--- config.mk ---
export PLATFORM = sky130hd
export DESIGN_NAME = bram_line_reader
export DESIGN_NICKNAME = d
export VERILOG_FILES = /design/src/rtl/bram_line_reader.sv
export SDC_FILE = /design/constraint.sdc
export NUM_CORES = 1
export LEC_CHECK = 0
export ABC_AREA = 0
export CORE_AREA = 2 2 231 233
export DETAILED_ROUTE_END_ITERATION = 10
export DIE_AREA = 0 0 233 235
export PLACE_DENSITY = 0.74
export SETUP_SLACK_MARGIN = 0.15
export SYNTH_ARGS = -nofsm -noshare
export SYNTH_HDL_FRONTEND = slang
export SYNTH_SLANG_ARGS = --single-unit
--- constraint.sdc ---
create_clock -name S_AXI_ACLK -period 2.9 [get_ports S_AXI_ACLK]
set_input_delay 0.58 -clock S_AXI_ACLK [delete_from_list [all_inputs] [get_ports S_AXI_ACLK]]
set_output_delay 0.58 -clock S_AXI_ACLK [all_outputs]
set_load 0.01 [all_outputs]
--- src/rtl/bram_line_reader.sv ---
// bram_line_reader
// Gathers a burst of 32-bit words from a native BRAM read port into one
// 32*MAX_WORDS-bit cache line. A rising edge on i_trigger starts a read. The
// block then issues one address per cycle. A latency pipeline tags every
// issued word with its slot index, so each returning word lands in the right
// place in o_rddata.
//
// Handshake: o_busy is high from the cycle after a start is accepted until
// the FSM is back in IDLE. o_end and o_valid pulse together for exactly one
// cycle when the line is complete. o_rddata then holds that line until the
// next start clears it. A trigger edge seen while busy is dropped, not queued.

module bram_line_reader #(
  parameter int READ_LATENCY = 2,   // BRAM address-to-data cycles, 1..4
  parameter int MAX_WORDS    = 16   // words per line, at most 31
) (
  input  logic                    S_AXI_ACLK,
  input  logic                    S_AXI_ARESETN,
  input  logic                    i_trigger,
  input  logic [14:0]             i_base_addr,
  input  logic [4:0]              i_word_count,
  output logic                    o_busy,
  output logic                    o_end,
  output logic                    o_valid,
  output logic [32*MAX_WORDS-1:0] o_rddata,
  output logic                    o_bram_en,
  output logic [3:0]              o_bram_we,
  output logic [14:0]             o_bram_addr,
  input  logic [31:0]             i_bram_rddata
);

  localparam int          LINE_W  = 32 * MAX_WORDS;
  localparam int          IDX_W   = (MAX_WORDS > 1) ? $clog2(MAX_WORDS) : 1;
  localparam logic [4:0]  MAX_CNT = 5'(MAX_WORDS);

  typedef enum logic [1:0] {
    ST_IDLE  = 2'd0,
    ST_ISSUE = 2'd1,
    ST_DRAIN = 2'd2,
    ST_DONE  = 2'd3
  } state_t;

  // FSM and control
  state_t              state_q,     state_d;
  logic                trig1_q,     trig1_d;
  logic                trig2_q,     trig2_d;
  logic [14:0]         base_q,      base_d;
  logic [4:0]          num_q,       num_d;
  logic [4:0]          issue_cnt_q, issue_cnt_d;
  logic [4:0]          cap_cnt_q,   cap_cnt_d;

  // Registered outputs
  logic                busy_q,      busy_d;
  logic                end_q,       end_d;
  logic                valid_q,     valid_d;
  logic [LINE_W-1:0]   rddata_q,    rddata_d;
  logic                en_q,        en_d;
  logic [14:0]         addr_q,      addr_d;
  logic [IDX_W-1:0]    idx_q,       idx_d;

  // Latency pipeline: one {valid, slot index} entry per issued word
  logic                pipe_v_q   [READ_LATENCY];
  logic                pipe_v_d   [READ_LATENCY];
  logic [IDX_W-1:0]    pipe_idx_q [READ_LATENCY];
  logic [IDX_W-1:0]    pipe_idx_d [READ_LATENCY];

  logic                start;
  logic                tail_v;
  logic [IDX_W-1:0]    tail_idx;
  logic                capture_on;

  assign start      = trig1_q & ~trig2_q;
  assign tail_v     = pipe_v_q[READ_LATENCY-1];
  assign tail_idx   = pipe_idx_q[READ_LATENCY-1];
  assign capture_on = (state_q == ST_ISSUE) || (state_q == ST_DRAIN);

  assign o_busy      = busy_q;
  assign o_end       = end_q;
  assign o_valid     = valid_q;
  assign o_rddata    = rddata_q;
  assign o_bram_en   = en_q;
  assign o_bram_addr = addr_q;
  assign o_bram_we   = 4'b0000;

  // Next-state logic: trigger edge detect, latency pipeline, capture, FSM
  always_comb begin
    state_d     = state_q;
    trig1_d     = i_trigger;
    trig2_d     = trig1_q;
    base_d      = base_q;
    num_d       = num_q;
    issue_cnt_d = issue_cnt_q;
    cap_cnt_d   = cap_cnt_q;
    end_d       = 1'b0;
    valid_d     = 1'b0;
    rddata_d    = rddata_q;
    en_d        = 1'b0;
    addr_d      = addr_q;
    idx_d       = idx_q;

    // The pipeline is loaded from the registered enable, so its tail lines
    // up with the BRAM data exactly READ_LATENCY cycles after the address.
    pipe_v_d[0]   = en_q;
    pipe_idx_d[0] = idx_q;
    for (int k = 1; k < READ_LATENCY; k++) begin
      pipe_v_d[k]   = pipe_v_q[k-1];
      pipe_idx_d[k] = pipe_idx_q[k-1];
    end

    if (capture_on && tail_v) begin
      for (int k = 0; k < MAX_WORDS; k++) begin
        if (tail_idx == IDX_W'(k)) begin
          rddata_d[32*k +: 32] = i_bram_rddata;
        end
      end
      cap_cnt_d = cap_cnt_q + 5'd1;
    end

    case (state_q)
      ST_IDLE: begin
        if (start) begin
          state_d     = ST_ISSUE;
          base_d      = i_base_addr;
          num_d       = ((i_word_count == 5'd0) || (i_word_count > MAX_CNT)) ?
                        MAX_CNT : i_word_count;
          rddata_d    = '0;
          issue_cnt_d = 5'd0;
          cap_cnt_d   = 5'd0;
        end
      end
      ST_ISSUE: begin
        // The 15-bit add wraps modulo 2^15 by construction.
        en_d        = 1'b1;
        addr_d      = base_q + {8'd0, issue_cnt_q, 2'b00};
        idx_d       = issue_cnt_q[IDX_W-1:0];
        issue_cnt_d = issue_cnt_q + 5'd1;
        if (issue_cnt_q == num_q - 5'd1) begin
          state_d = ST_DRAIN;
        end
      end
      ST_DRAIN: begin
        // Looking at the post-capture count lets DONE start on the cycle
        // right after the last word lands.
        if (cap_cnt_d == num_q) begin
          state_d = ST_DONE;
          end_d   = 1'b1;
          valid_d = 1'b1;
        end
      end
      ST_DONE: begin
        state_d = ST_IDLE;
      end
      default: begin
        state_d = ST_IDLE;
      end
    endcase
  end

  assign busy_d = (state_d != ST_IDLE);

  // All state registers; a synchronous active-low reset returns everything
  // to idle and drops any partial line.
  always_ff @(posedge S_AXI_ACLK) begin
    if (!S_AXI_ARESETN) begin
      state_q     <= ST_IDLE;
      trig1_q     <= 1'b0;
      trig2_q     <= 1'b0;
      base_q      <= '0;
      num_q       <= '0;
      issue_cnt_q <= '0;
      cap_cnt_q   <= '0;
      busy_q      <= 1'b0;
      end_q       <= 1'b0;
      valid_q     <= 1'b0;
      rddata_q    <= '0;
      en_q        <= 1'b0;
      addr_q      <= '0;
      idx_q       <= '0;
      for (int k = 0; k < READ_LATENCY; k++) begin
        pipe_v_q[k]   <= 1'b0;
        pipe_idx_q[k] <= '0;
      end
    end else begin
      state_q     <= state_d;
      trig1_q     <= trig1_d;
      trig2_q     <= trig2_d;
      base_q      <= base_d;
      num_q       <= num_d;
      issue_cnt_q <= issue_cnt_d;
      cap_cnt_q   <= cap_cnt_d;
      busy_q      <= busy_d;
      end_q       <= end_d;
      valid_q     <= valid_d;
      rddata_q    <= rddata_d;
      en_q        <= en_d;
      addr_q      <= addr_d;
      idx_q       <= idx_d;
      for (int k = 0; k < READ_LATENCY; k++) begin
        pipe_v_q[k]   <= pipe_v_d[k];
        pipe_idx_q[k] <= pipe_idx_d[k];
      end
    end
  end

endmodule

# Yosys cells after proc, flatten, opt, wreduce, memory -nomap -nowiden
# Memory sizes are Yosys's and may differ from the RTL's.
# Index checks and enable logic that the tools add are counted.
# classes
bitwise,6
mux,37
add_sub_neg,4
n_eq_ne,21
n_lt_le_gt_ge,1
reduce_logical,11
# op_table
operator,count
two-way mux 512 bit,3
two-way mux 32 bit,16
equality test 4 bit (second input constant),8
two-way mux 5 bit,5
equality test 4 x 3 -> 1 bit (second input constant),4
adder 15 x 7 -> 15 bit,1
adder 5 x 1 -> 5 bit (second input constant),2
equality test 5 bit,2
case mux 5 bit (2 select lines),1
equality test 4 x 2 -> 1 bit (second input constant),2
two-way mux 4 bit,2
case mux 2 bit (4 select lines),1
two-way mux 1 bit,6
two-way mux 2 bit,3
AND reduction 2 bit,3
greater-than comparator 5 bit (second input constant),1
zero test 5 bit,1
subtractor 5 x 1 -> 5 bit (second input constant),1
equality test 2 bit (second input constant),2
equality test 4 x 1 -> 1 bit (second input constant),1
zero test 4 bit,1
bitwise OR 1 bit,4
nonzero test 2 bit,2
equality test 2 x 1 -> 1 bit (second input constant),1
6 further kinds,7
# totals
mem_count,2
input_bits,55
reg_bits,568
ram_bits,10
word_cells,95
output_inout_bits,535
# memory_table
name,words,word_bits,rd,rd_clocked_by_memory_dff,wr,line_no,rtl
pipe_idx_q,2,4,2,0,2,64,logic [IDX_W-1:0] pipe_idx_q [READ_LATENCY];
pipe_v_q,2,1,2,0,2,62,logic pipe_v_q [READ_LATENCY];

# Longest topological paths before layout
# logic_depth
word_depth,8
depth_mapped,9
depth_no_buf,9

# Worst setup path before layout
# No wires, ideal clock.
# synth_timing
kind,register to register
startpoint,register state_q[0]
endpoint,register busy_q (netlist: o_busy)
t_arrival_ns,1.996
setup_slack_ns,0.784
n_path_buf,1
stages_incl_launch_ff,10
setup_time_ns,0.120
t_required_ns,2.780
period_less_slack_ns,2.116
cell_sequence,dfxtp_1 > inv_1 > ha_1 > and2_1 > buf_2 > nand4_1 > xor3_1 > nor4bb_1 > o221a_1 > or2_1
# synth_between
elab_chain_len,8
elab_cells_between_ends,13
# synth_rtl
item,line_no,rtl
"start, declared",44,"state_t state_q, state_d;"
"start signal, assigned",184,state_q <= state_d;
equality test 2 x 1 -> 1 bit / equality test 2 bit (equally long branches),"75, 119",
logical OR 1 bit,75,assign capture_on = (state_q == ST_ISSUE) || (state_q == ST_DRAIN);
logical AND 1 bit,110,if (capture_on && tail_v) begin
two-way mux 5 bit,110,
equality test 5 bit,144,if (cap_cnt_d == num_q) begin
two-way mux 2 bit,144,
case mux 2 bit (4 select lines) (*),119,case (state_q)
nonzero test 2 bit (*),159,assign busy_d = (state_d != ST_IDLE);
"end signal, assigned",191,busy_q <= busy_d;
"end, declared",53,"logic busy_q, busy_d;"
# Mark *: on every way between the ends. The rest lies on a longest branch, timed or not.
# A chain may end at the register's enable or synchronous reset.

# Worst setup path after layout
# layout_timing
startpoint,register state_q[0]
endpoint,register rddata_q[140] (netlist: o_rddata[140])
# layout_between
elab_chain_len,6
elab_cells_between_ends,8
# layout_rtl
item,line_no,rtl
equality test 2 x 1 -> 1 bit / equality test 2 bit (equally long branches),75,
logical OR 1 bit,75,
logical AND 1 bit,110,
two-way mux 512 bit,110,
two-way mux 512 bit,121,if (start) begin
two-way mux 512 bit (*),119,
"end signal, assigned",194,rddata_q <= rddata_d;
"end, declared",56,"logic [LINE_W-1:0] rddata_q, rddata_d;"
# Marks and branches as above.

==> flow_summary.yaml <==
global_routing:
  grt_pass1_wl_microns: 115000
  antenna_found_initial: 8
  grt_pass1_vias: 17830
  track_usage_pct: 27.8
  grt_overflow: 0
  grt_max_degree: 76
cells_and_area:
  fin_nets: 3222
  layout-drive-gt1-share_pct: 6.60
  area_growth_pct: 42.0
  finish.utilization_pct: 56.4
  fillCellCount: 4772
setup_path:
  cp_data_arrival_time_ps: 2940
  worst-path-max-fanout: 18
  cp_top_family: "simple AND/OR/NAND/NOR gates"
  crit_path_start_kind: "flop"
  path_cells: "inv_1, ha_1, nand2_1, or3_1, nor2_4, buf_12, nand2_1, a21oi_1"
  cp.required_ps: 3430
  crit_top_cell: "nand2_1"
  path_buf_inv: 2
  slowest_stage: "or3_1"
  crit_type: "reg -> reg"
  max_stage_delay_ps: 490
  endpoint_kind: "flop"
route:
  route.detailed.drc: 0
  via_per_inst: 5.16
  ant_nets: 0
  first_iter_violations: 1870
  drt-total-wl_microns: 79600
  dr.pass1.iters: 6
  routedWlPerCell_microns: 20.5
  routed-via-count: 20057
floorplan:
  die_w_microns: 233
  start_util_pct: 39.7
  core_sq_mm: 0.0522
  dieArea_sq_mm: 0.0548
  num_rows: 84
  ios: 590
  chipHeight_microns: 235
yosys:
  avgSynthCellArea_sq_um: 7.82
  synth_area_leaders: "dfxtp_1, nand2_1, a21oi_1, clkbuf_1, ha_1"
  ys_types: 49
  synth_area_sq_mm: 0.0207
  seq_area_frac_synth_pct: 55.8
  synth_flop_cell: "dfxtp_1"
  synth_seq_cells: 578
  syn_inst: 2651
  synth_top_area_cell: "dfxtp_1"
  yosys.cell_count.top_type: "nand2_1"
  synth_common_cells: "nand2_1, dfxtp_1, a21oi_1"
  synth_edf_count: 0
  ys_async_sr_fraction_pct: 0
  yosysWarnings: 0
  yosysTopAreaCellShare_pct: 55.8
pwr:
  peakVddDrop_uv: 445
  leakage_nw: 9.63
  p_per_area_mw_per_mm2: 559
timing:
  finalHoldViolCount: 0
  fin_crit_sh_pct: 83.2
  finalWorstSetupSlack_ps: 486
  fin_hold_ws_ps: 436
  fmax_mhz: 414
  setup_viol: 0
  worst_pin_slew_ps: 782
  fin_skew_ps: 15.5
  drv_slew: 0
  rsz0062_at_grt: "no"
  finalCriticalPeriod_ps: 2410
  fin_setup_tns_ps: 0
  slew_headroom_pct: 47.9
clock_tree:
  cts_hold_buf: 0
  clk_pin_slew_ps: 60
  cts_setup_buffers: 0
  clkLatencyLatePin_ps: 610
  cts_buffer_depth: 3
  cts_sinks: 578
  clock-root-buffer: "clkbuf_16"
  cts_buffers: 58
  cts_resized: 0
  h-tree-depth: 2
  cts_tree: "yes"
status:
  run_status: "completed"
placed_design:
  place_congestion: 0.823
  hpwlAfterDp_microns: 52400
  place.port_buffers: 585
  pre_cts_ws_ps: 466
run:
  max_cap_violations: 0
min_path:
  hp-class: "reg -> reg"
area by class of cell:
class | count | area, sq um | share of cell area, %
timing repair buffer | 681 | 6750 | 22.9
inverter | 11 | 41.3 | 0.140
clock buffer | 89 | 1740 | 5.92
multi-input combinational | 1823 | 8300 | 28.2
antenna | 1 | 2.50 | 0.00850
clock inverter | 17 | 179 | 0.608
tap | 688 | 861 | 2.92
sequential | 578 | 11600 | 39.3
state kept, by name (all words and copies together) (netlist names):
register	count
base_q	15
cap_cnt_q	5
idx_q	4
issue_cnt_q	5
num_q	5
o_bram_addr	15
o_bram_en	1
o_busy	1
o_rddata	512
o_valid	1
pipe_idx_q	8
pipe_v_q	2
state_q	2
trig1_q	1
trig2_q	1
path summary, 6_finish.rpt:
check / depth (start not counted) / slack (ps) / start / to
setup / recovery: 8 / 490 / state_q[0]$_SDFF_PN0_ / o_rddata[140]$_SDFF_PN0_
hold / removal: 1 / 440 / pipe_idx_q[0][2]$_SDFF_PN0_ / pipe_idx_q[0][6]$_SDFF_PN0_
setup reg to reg: 8 / 490 / state_q[0]$_SDFF_PN0_ / o_rddata[140]$_SDFF_PN0_
hold reg to reg: 1 / 440 / pipe_idx_q[0][2]$_SDFF_PN0_ / pipe_idx_q[0][6]$_SDFF_PN0_
cell usage in the layout (no fill, tap or decap), types with 4 or more instances in the layout:
cell type / n
nand2_1: 1082
clkdlybuf4s50_1: 585
dfxtp_1: 578
a21oi_1: 543
buf_4: 82
clkbuf_16: 61
nor2_1: 28
and2_1: 18
clkbuf_1: 17
buf_12: 14
o21ai_0: 13
ha_1: 13
inv_1: 11
mux2i_1: 11
clkbuf_8: 11
xor2_1: 10
xnor2_1: 9
clkinv_2: 9
nand3_1: 8
nor2_2: 7
o211ai_1: 6
nand3b_1: 6
nor2_4: 5
nor2b_1: 5
nand2b_1: 5
nor3_1: 4
and3_1: 4
a211oi_1: 4
conb_1: 4
metal layers:
metal  part of all wire, %  GRT usage [%]  up-vias
met4                   5.1           12.8        2
met3                   8.9           6.08      228
li1                      -              -     9493
met1                    40           36.2     9370
met2                    46           43.9      964
met5                 0.016              0        -
worst register-to-register path: stages (launching register included):
cell     delay (ps)
dfxtp_1         370
inv_1           100
ha_1            360
nand2_1         120
or3_1           490
nor2_4          460
buf_12          220
nand2_1          70
a21oi_1         160
logic make-up after synthesis:
kind of cell | synth area share, %
and+or+nand+nor | 22.5
AOI/OAI and AO/OA | 14.4
muxes | 0.531
DFF | 55.8
adders and majority gates | 0.881
xor gates and xnor gates | 1.14
buffers and inverters | 4.72
other | 0.0181
power by group:
part           total, W  leakage (nW)  internal [W]  switching, W
combinational  0.000870          4.03      0.000270      0.000599
sequential      0.00801          4.66       0.00798     0.0000300
clock           0.00757         0.943       0.00439       0.00318
through the flow:
stage | total power, W | area (sq um) | instances
after floorplan | 0.00859 | 20800 | 2654
after global placement | 0.00904 | 27500 | 3781
after detailed placement | 0.00904 | 27500 | 3781
after CTS | 0.0165 | 29400 | 3887
after global routing | 0.0169 | 29400 | 3887
final | 0.0165 | 29400 | 3888
No activity file was read; power rests on OpenSTA's default activity.
